<file path="config.mk">
export PLATFORM = sky130hd
export DESIGN_NAME = led_matrix_scan_decoder
export DESIGN_NICKNAME = d
export VERILOG_FILES = /design/src/rtl/led_matrix_scan_decoder.sv
export SDC_FILE = /design/constraint.sdc
export NUM_CORES = 1
export LEC_CHECK = 0
export BUFFER_PORTS_ARGS = -buffer_cell sky130_fd_sc_hd__buf_2
export CELL_PAD_IN_SITES_DETAIL_PLACEMENT = 0
export CELL_PAD_IN_SITES_GLOBAL_PLACEMENT = 2
export CORE_MARGIN = 10
export CORE_UTILIZATION = 41
export DETAILED_ROUTE_END_ITERATION = 7
export PLACE_DENSITY = 0.85
export SLEW_MARGIN = 20
export SYNTH_ARGS = -nofsm -noshare
export SYNTH_HDL_FRONTEND = slang
export SYNTH_SLANG_ARGS = --single-unit
export TNS_END_PERCENT = 30
</file>
<file path="constraint.sdc">
create_clock -name clk -period 11.1 [get_ports clk]
set_clock_uncertainty 0.05 [all_clocks]
set_input_delay 1.11 -clock clk [delete_from_list [all_inputs] [get_ports clk]]
set_output_delay 1.11 -clock clk [all_outputs]
set_load 0.01 [all_outputs]
</file>
<file path="src/rtl/led_matrix_scan_decoder.sv">
// Rebuilds one column-scanned 5x7 LED frame and matches it against the glyph set.
// Ports: clk, rstn (async, active-high reset); col[4:0], lin[6:0] scan lines in;
//        sym[2:0], sym_valid, match, frame[34:0], seq_err, busy out.
module led_matrix_scan_decoder #(
   parameter int SYNC_STAGES   = 2,
   parameter int STABLE_CYCLES = 2,
   parameter int TIMEOUT       = 1024
) (
   input  logic        clk,
   input  logic        rstn,
   input  logic [4:0]  col,
   input  logic [6:0]  lin,
   output logic [2:0]  sym,
   output logic        sym_valid,
   output logic        match,
   output logic [34:0] frame,
   output logic        seq_err,
   output logic        busy
);

   localparam int SW = $clog2(STABLE_CYCLES + 1);
   localparam int TW = (TIMEOUT > 1) ? $clog2(TIMEOUT + 1) : 1;
   localparam logic [SW-1:0] STAB_MAX = SW'(STABLE_CYCLES);
   localparam logic [TW-1:0] TMO_LAST = TW'(TIMEOUT - 1);

   localparam logic [34:0] G_LOW  = {5{7'h3F}};
   localparam logic [34:0] G_MED  = {5{7'h37}};
   localparam logic [34:0] G_HIGH = {5{7'h36}};
   localparam logic [34:0] G_ERR  =
      {7'h3E, 7'h36, 7'h36, 7'h36, 7'h00};
   localparam logic [34:0] G_A    =
      {7'h00, 7'h6E, 7'h6E, 7'h6E, 7'h00};
   localparam logic [34:0] G_G    =
      {7'h06, 7'h36, 7'h3E, 7'h3E, 7'h00};
   localparam logic [34:0] G_ZERO =
      {7'h00, 7'h3E, 7'h3E, 7'h3E, 7'h00};

   typedef enum logic [1:0] {
      S_HUNT,
      S_CAPT,
      S_DEC
   } state_t;

   state_t r_state;
   state_t w_state_n;

   logic [4:0]    r_col_sync [SYNC_STAGES];
   logic [6:0]    r_lin_sync [SYNC_STAGES];
   logic [4:0]    w_col_s;
   logic [6:0]    w_lin_s;
   logic [4:0]    w_col_n;
   logic [6:0]    w_lin_n;
   logic [4:0]    w_cap_col;
   logic [6:0]    w_rows;

   logic [SW-1:0] r_stab;
   logic [SW-1:0] w_stab_n;
   logic          r_done;
   logic          w_chg;
   logic          w_evt;
   logic          w_cap;
   logic          w_multi;
   logic [2:0]    w_idx;

   logic [6:0]    r_buf [5];
   logic [34:0]   w_buf;
   logic [2:0]    r_exp;
   logic [2:0]    w_exp_n;
   logic [TW-1:0] r_tmo;
   logic          w_tmo_hit;
   logic          w_tmo_clr;
   logic          w_wr;
   logic          w_err_n;
   logic          w_valid_n;
   logic          w_decode;

   logic [2:0]    w_sym;
   logic          w_match;
   logic [2:0]    r_sym;
   logic          r_match;
   logic [34:0]   r_frame;
   logic          r_valid;
   logic          r_err;

   // input synchronizers
   always_ff @(posedge clk or posedge rstn) begin
      if (rstn) begin
         for (int i = 0; i < SYNC_STAGES; i++) begin
            r_col_sync[i] <= '0;
            r_lin_sync[i] <= '0;
         end
      end else begin
         r_col_sync[0] <= col;
         r_lin_sync[0] <= lin;
         for (int i = 1; i < SYNC_STAGES; i++) begin
            r_col_sync[i] <= r_col_sync[i-1];
            r_lin_sync[i] <= r_lin_sync[i-1];
         end
      end
   end

   assign w_col_s = r_col_sync[SYNC_STAGES-1];
   assign w_lin_s = r_lin_sync[SYNC_STAGES-1];

   // w_*_n is the value the synced bus takes on this edge; the edge
   // that loads a new value counts as its first stable edge
   generate
      if (SYNC_STAGES == 1) begin : g_tap1
         assign w_col_n = col;
         assign w_lin_n = lin;
      end else begin : g_tapn
         assign w_col_n = r_col_sync[SYNC_STAGES-2];
         assign w_lin_n = r_lin_sync[SYNC_STAGES-2];
      end
   endgenerate

   // with a single stable edge the capture happens as the value lands,
   // otherwise the held synced value is used
   assign w_cap_col = (STABLE_CYCLES > 1) ? w_col_s : w_col_n;
   assign w_rows    = (STABLE_CYCLES > 1) ? w_lin_s : w_lin_n;

   assign w_chg = (w_col_n != w_col_s);

   always_comb begin
      w_stab_n = r_stab + 1'b1;
      if (w_chg)
         w_stab_n = SW'(1);
      else if (r_stab == STAB_MAX)
         w_stab_n = STAB_MAX;
   end

   // r_done blocks a second event for the same column occurrence
   assign w_evt   = (w_stab_n == STAB_MAX) && (w_chg || !r_done);
   assign w_cap   = w_evt && $onehot(w_cap_col);
   assign w_multi = w_evt && ($countones(w_cap_col) > 1);

   always_ff @(posedge clk or posedge rstn) begin
      if (rstn) begin
         r_stab <= '0;
         r_done <= 1'b0;
      end else begin
         r_stab <= w_stab_n;
         r_done <= (r_done && !w_chg) || w_evt;
      end
   end

   always_comb begin
      w_idx = 3'd0;
      case (w_cap_col)
         5'b00010: w_idx = 3'd1;
         5'b00100: w_idx = 3'd2;
         5'b01000: w_idx = 3'd3;
         5'b10000: w_idx = 3'd4;
         default:  w_idx = 3'd0;
      endcase
   end

   assign w_buf = {r_buf[4], r_buf[3], r_buf[2],
                   r_buf[1], r_buf[0]};

   assign w_tmo_hit = (TIMEOUT != 0) && (r_tmo == TMO_LAST);

   // state register
   always_ff @(posedge clk or posedge rstn) begin
      if (rstn)
         r_state <= S_HUNT;
      else
         r_state <= w_state_n;
   end

   // next state
   always_comb begin
      w_state_n = r_state;
      unique case (r_state)
         S_HUNT: begin
            if (w_cap && w_idx == 3'd0)
               w_state_n = S_CAPT;
         end
         S_CAPT: begin
            if (w_cap) begin
               if (w_idx == r_exp)
                  w_state_n = (w_idx == 3'd4) ? S_DEC : S_CAPT;
               else if (w_idx == 3'd0)
                  w_state_n = S_CAPT;
               else
                  w_state_n = S_HUNT;
            end else if (w_tmo_hit) begin
               w_state_n = S_HUNT;
            end
         end
         S_DEC: begin
            // a col_1 landing on the decode edge opens the next frame
            w_state_n = (w_cap && w_idx == 3'd0) ? S_CAPT : S_HUNT;
         end
         default: w_state_n = S_HUNT;
      endcase
      if (w_multi)
         w_state_n = S_HUNT;
   end

   // outputs / datapath controls
   always_comb begin
      w_err_n   = w_multi;
      w_valid_n = 1'b0;
      w_decode  = 1'b0;
      w_wr      = 1'b0;
      w_tmo_clr = 1'b0;
      w_exp_n   = r_exp;
      busy      = (r_state != S_HUNT);
      unique case (r_state)
         S_HUNT, S_DEC: begin
            if (r_state == S_DEC && !w_multi) begin
               w_valid_n = 1'b1;
               w_decode  = 1'b1;
            end
            if (w_cap && w_idx == 3'd0) begin
               w_wr      = 1'b1;
               w_tmo_clr = 1'b1;
               w_exp_n   = 3'd1;
            end
         end
         S_CAPT: begin
            if (w_cap) begin
               w_tmo_clr = 1'b1;
               if (w_idx == r_exp) begin
                  w_wr    = 1'b1;
                  w_exp_n = r_exp + 3'd1;
               end else begin
                  w_err_n = 1'b1;
                  if (w_idx == 3'd0) begin
                     w_wr    = 1'b1;
                     w_exp_n = 3'd1;
                  end
               end
            end else if (w_tmo_hit) begin
               w_err_n = 1'b1;
            end
         end
         default: ;
      endcase
   end

   // glyph match
   always_comb begin
      w_sym   = 3'd0;
      w_match = 1'b1;
      case (w_buf)
         G_LOW:   w_sym = 3'd1;
         G_MED:   w_sym = 3'd2;
         G_HIGH:  w_sym = 3'd3;
         G_ERR:   w_sym = 3'd4;
         G_A:     w_sym = 3'd5;
         G_G:     w_sym = 3'd6;
         G_ZERO:  w_sym = 3'd7;
         default: w_match = 1'b0;
      endcase
   end

   always_ff @(posedge clk or posedge rstn) begin
      if (rstn) begin
         for (int i = 0; i < 5; i++)
            r_buf[i] <= '0;
         r_exp   <= '0;
         r_tmo   <= '0;
         r_sym   <= '0;
         r_match <= 1'b0;
         r_frame <= '0;
         r_valid <= 1'b0;
         r_err   <= 1'b0;
      end else begin
         r_valid <= w_valid_n;
         r_err   <= w_err_n;
         r_exp   <= w_exp_n;
         if (w_wr)
            r_buf[w_idx] <= w_rows;
         if (w_tmo_clr)
            r_tmo <= '0;
         else if (r_state == S_CAPT)
            r_tmo <= r_tmo + 1'b1;
         if (w_decode) begin
            r_frame <= w_buf;
            r_sym   <= w_sym;
            r_match <= w_match;
         end
      end
   end

   assign sym       = r_sym;
   assign match     = r_match;
   assign frame     = r_frame;
   assign sym_valid = r_valid;
   assign seq_err   = r_err;

endmodule

</file>
---- Word level (Yosys, flattened, before mapping) ----
Cells that the tools add are included.
storage, ports and cells
  register bits ........................... 119
  input bits .............................. 14
  output and inout port bits .............. 42
operators by class
  $add $sub $neg .......................... 11
  magnitude comparators ................... 3
  equality and inequality tests ........... 25
  muxes and demuxes ....................... 37
  bitwise operators ....................... 1
  reductions and logical operators ........ 21
operators with widths
  operator                                                                 count
  35-bit by 34-bit equality test with 1-bit output, second input constant  4
  35-bit bitwise mux                                                       1
  35-bit by 27-bit equality test with 1-bit output, second input constant  1
  35-bit by 28-bit equality test with 1-bit output, second input constant  1
  35-bit by 31-bit equality test with 1-bit output, second input constant  1
  11-bit 2-to-1 mux                                                        2
  7-bit demux with 3-bit select                                            1
  3-bit one-hot mux with 7 select lines                                    1
  2-bit 2-to-1 mux                                                         8
  1-bit 2-to-1 mux                                                         14
  3-bit 2-to-1 mux                                                         4
  3-bit one-hot mux with 4 select lines                                    1
  11-bit by 1-bit adder with 11-bit output, second input constant          1
  11-bit by 10-bit equality test with 1-bit output, second input constant  1
  1-bit by 1-bit adder with 2-bit output                                   4
  1-bit logical AND                                                        7
  7-bit 2-to-1 mux                                                         1
  7-bit OR reduction                                                       1
  2-bit by 2-bit adder with 3-bit output                                   2
  2-bit equality test, second input constant                               3
  3-bit != test, second input constant                                     2
  2-bit one-hot mux with 3 select lines                                    1
  3-bit one-hot mux with 2 select lines                                    1
  2-bit nonzero test                                                       3
  other kinds (27)                                                         32

---- Depth between registers and ports, before layout ----
  depth after elaboration ................. 10
  gate-level depth with buffers ........... 14
  mapped depth without buffers ............ 11

---- Worst setup path after synthesis ----
OpenSTA, ideal clock, no wires.
  path kind ............................... reg2reg
  start ................................... reg r_col_sync (netlist bit w_cap_col[3])
  end ..................................... reg r_buf[28] in the netlist's numbering
  setup time .............................. 0.125 ns
  arrival time ............................ 3.113 ns
  setup slack ............................. 7.812 ns
  stages on the path, launching flop included .. 13
  buffers on the path ..................... 1
  clock period less this slack ............ 3.288 ns
  path through ............................ dfrtp_1 > buf_6 > inv_2 > fa_1 > inv_1 > fa_1 > ha_1 > nor2_1 > nand3_1 > nor4_2 > nand2_1 > nor2_2 > mux2_2
between the ends
  word-level cells in the longest chain between the ends .. 8
  elaborated cells between the ends (all ways) .. 30
  those cells by class .................... 3 x add/sub; 2 x order compare; 8 x eq/ne; 10 x mux; 1 x bitwise; 6 x reduce/logical
ends and longest elaborated chain
  what                                                                                  line      source
  start, declared                                                                       47        logic [4:0] r_col_sync [SYNC_STAGES];
  start signal, assigned by index                                                       96        r_col_sync[i] <= r_col_sync[i-1];
  1-bit by 1-bit adder with 2-bit output (not written as such) (tied with other cells)  134       assign w_cap = w_evt && $onehot(w_cap_col);
  2-bit by 2-bit adder with 3-bit output (not written as such) (tied with other cells)  134
  3-bit by 1-bit adder with 3-bit output (not written as such) (tied with other cells)  134
  3-bit by 1-bit equality test with 1-bit output (tied with other cells)                134
  1-bit logical AND (on tied branches)                                                  134, 275
  1-bit logical AND / 7-bit 2-to-1 mux (equally long branches)                          216, 275
  1-bit 2-to-1 mux / 7-bit demux with 3-bit select (equally long branches)              216, 275
  1-bit one-hot mux with 2 select lines / 35-bit bitwise mux (equally long branches)    210, 275
  end signal, assigned by index                                                         275       r_buf[w_idx] <= w_rows;
  end, declared                                                                         65        logic [6:0] r_buf [5];
Several ways; a longest one is shown, not always the timed one.
A chain may end at the register's enable or synchronous reset.

---- Final worst setup path ----
  start ................................... reg r_col_sync (netlist bit w_cap_col[3])
  end ..................................... reg r_buf[18] in the netlist's numbering
Same word-level chain as after synthesis.

==> metrics <==
DP Wirelength roughly 8400 microns; DRC 0; Syn-to-layout area delta 20.9%; Routed Wire Length roughly 12000 microns; Clock Path Buffers 2; crit-path cells inv_2 > fa_1 > inv_1 > fa_1 > ha_1 > nor2_1 > nand3_1 > nor4_2 > buf_4 > and2_1 > nand4_1 > a22o_1; Gates resized, CTS repair 0; leak pwr about 0.0031 uW; GR Layer Usage met1 0.199; run status finished clean; Placed Cells incl. Taps roughly 700; cells after synthesis 489; minimum clock period between 3 and 4 ns; first-pass GRT wire length slightly above 20000 microns; number of setup buffers added after CTS 0; FFs w/ async S/R, synth 1.00; crit path kind reg -> reg; Port Buffer Count 55; Critical Path End Type flip-flop; sw frac 0.240; Net Sw Power 279 uW; Overflow after GRT 0; EDFF count, synth 0; power consumption ~1200 uW; Pwr Density between 150 and 200 nW/um^2; Antenna Nets Post-Route 0; Clk Latency, worst-skew pair roughly 0.41 ns; number of buffers and inverters on the critical path 3; Initial Util 0.425; Final TNS setup 0 ns; grt met3 use 0.0412; crit-path max FO 23; RSZ-0062 raised after global routing no; relative slew slack 0.436; Seq pwr share 0.414; Fin. Hold Viols 0; drt pass-1 iters 5; hold buffer count at CTS 0; Core Region about 12000 sq um; Worst Tran Pin Value 0.843 ns; clk sinks between 100 and 150; Most used DFF post-synth dfrtp_1; final setup fails 0; layout cell share with drive strength beyond 1 0.217; Vias between 3000 and 4000; TritonCTS buffer count 17; Total GRT Usage 0.143; Final Max Slew Viols 0; Via density about 5.2; Die Ht between 100 and 150 microns; fmax about 260 MHz; Top delay family on crit path simple AND/OR/NAND/NOR gates; Clock Power Share 0.502; critical path data required time 11.34 ns; average size of a mapped cell around 11 sq um; slowest stage delay, CP 0.59 ns; Inserted Diodes 0; internal power 882 uW; syn nets between 500 and 600; Avg WL per Cell roughly 17 microns; Comb pwr share 0.084; I/O pin cnt 56; Post-Syn Area about 5200 sq um; crit start category flip-flop; Peak VDD IR roughly 0.094 mV; MaxCap Viol Count 0; Worst-path clk slew approximately 0.050 ns; Seq cells post-synth roughly 120; Site Rows 40; distinct cell type count after synthesis 58; Nets between 500 and 600; DRC violation total after the first TritonRoute iteration 219; met2 Use GR 0.203; Most Crowded Layer GR met2; CTS root buf clkbuf_16; period utilisation layout 0.348; sequential area share after synthesis 0.577; Top cell by count, worst path fa_1; CP arrival about 4.1 ns; CTS HTree Levels 4; area of the die roughly 17000 sq um; TritonCTS clock tree done; final std cells w/o fill 730; initial antenna violation count 0; CP max-delay cell dfrtp_1; worst min-delay path category reg -> reg; vias in the first global route approximately 4000; synthesis warning total 0; Die Wd about 130 microns; Routability Congestion between 0.8 and 0.9; largest net degree at the start of global routing between 80 and 90
## power by group through the flow
stage                     sequential [uW]  clock (uW)  combinational (uW)
after floorplan                       478           0                76.5
after global placement                488           0                96.9
after detailed placement              489           0                98.1
after CTS                             481         594                98.5
after global routing                  485         617                 111
final                                 481         583                97.3
## synth_stat cells, types with 4 or more instances
library cell | count | share of area
nor4_1 | 5 | 0.0061
or2_2 | 4 | 0.0048
nor2_1 | 20 | 0.015
o21ai_0 | 16 | 0.016
a22o_1 | 22 | 0.037
mux2i_1 | 4 | 0.0078
dfrtp_1 | 119 | 0.58
mux2_2 | 15 | 0.033
nor3_1 | 9 | 0.0087
nand2b_1 | 5 | 0.0061
a31oi_1 | 4 | 0.0048
nor2b_1 | 6 | 0.0073
inv_1 | 12 | 0.0087
nand2_1 | 129 | 0.094
a21oi_1 | 6 | 0.0058
and2_1 | 4 | 0.0048
nand4_1 | 12 | 0.015
o31ai_1 | 6 | 0.0087
ha_1 | 6 | 0.015
clkbuf_1 | 11 | 0.0080
nand3_1 | 14 | 0.014
and3_1 | 5 | 0.0061
xnor2_1 | 4 | 0.0068
## worst register-to-register path, stage by stage (launching register included)
cell and delay [ns]:
dfrtp_1 0.59, inv_2 0.12, fa_1 0.49, inv_1 0.05, fa_1 0.35, ha_1 0.30
nor2_1 0.14, nand3_1 0.11, nor4_2 0.27, buf_4 0.29, and2_1 0.32, nand4_1 0.32
a22o_1 0.34
## metal layers
metal	vias up	part of all wire
li1	1846	-
met1	1837	0.50
met2	114	0.43
met3	14	0.061
met4	0	0.012
met5	-	0
## final cells by class
class	instances	area, sq um
Tap cell	168	210
Clock inverter	11	171
Inverter	14	55.1
Multi-Input combinational cell	340	2060
Sequential cell	119	2980
Timing Repair Buffer	58	302
Fill cell	1072	5920
Clock buffer	20	467
## cells by family after synthesis
kind of cell	Yosys count	synth area share
AND/OR/NAND/NOR	229	0.210
flip-flops	119	0.577
AO/OA/AOI/OAI	77	0.115
buffers and inverters	30	0.0245
multiplexers	19	0.0405
adder cells (fa/ha/maj)	8	0.0223
XOR/XNOR	7	0.0119
## cells in the final DEF, fill, tap and decap left out, types with 3 or more instances in the layout
master / instances
a22o_1: 22
mux2i_1: 4
or4_1: 3
clkbuf_16: 17
and3_1: 5
xnor2_1: 4
nand2b_1: 5
inv_1: 11
xor2_1: 3
and2_1: 4
a31oi_1: 4
or2_2: 4
dfrtp_1: 119
clkbuf_8: 3
clkinvlp_4: 5
nand3_1: 14
ha_1: 6
a21oi_1: 6
nand2_1: 129
nor2b_1: 6
nand4b_1: 3
o21ai_0: 16
mux2_2: 15
buf_2: 55
nor2_1: 20
nand4_1: 12
o22ai_1: 3
nor3_1: 9
bufinv_16: 4
o31ai_1: 6
nor4_1: 5
## path summary, 6_finish.rpt
kind	startpoint	to	slack [ns]	depth (start not counted)
worst max-delay path	w_cap_col[3]	r_buf[18]	7.23	12
worst min-delay path	w_lin_n[3]	w_lin_s[3]	0.30	0
worst max register to register	w_cap_col[3]	r_buf[18]	7.23	12
worst min register to register	w_lin_n[3]	w_lin_s[3]	0.30	0
max in group asynchronous	rstn	r_exp[0]	9.23	3
min in group asynchronous	rstn	frame[16]	0.65	2
## stage by stage
| step | hold slack (ns) | util | instance area, sq um | setup slack (ns) |
|---|---|---|---|---|
| 2_1_floorplan | 0.281 | - | 5160 | 6.78 |
| 6_report | 0.295 | 0.513 | 6240 | 7.23 |
| 5_1_grt | 0.305 | 0.513 | 6240 | 6.93 |
| 3_3_place_gp | 0.284 | 0.461 | 5600 | 7.34 |
| 4_1_cts | 0.298 | 0.513 | 6240 | 7.19 |
| 3_5_place_dp | 0.285 | 0.461 | 5600 | 7.21 |
## flip-flops by register name, summed over array words and instances, names as in the netlist
name	flops
frame	35
r_buf	35
r_tmo	11
w_lin_n	7
w_lin_s	7
w_cap_col	5
w_col_n	5
r_exp	3
sym	3
r_stab	2
r_state	2
match	1
r_done	1
seq_err	1
sym_valid	1
(Power assumes the default switching activity.)
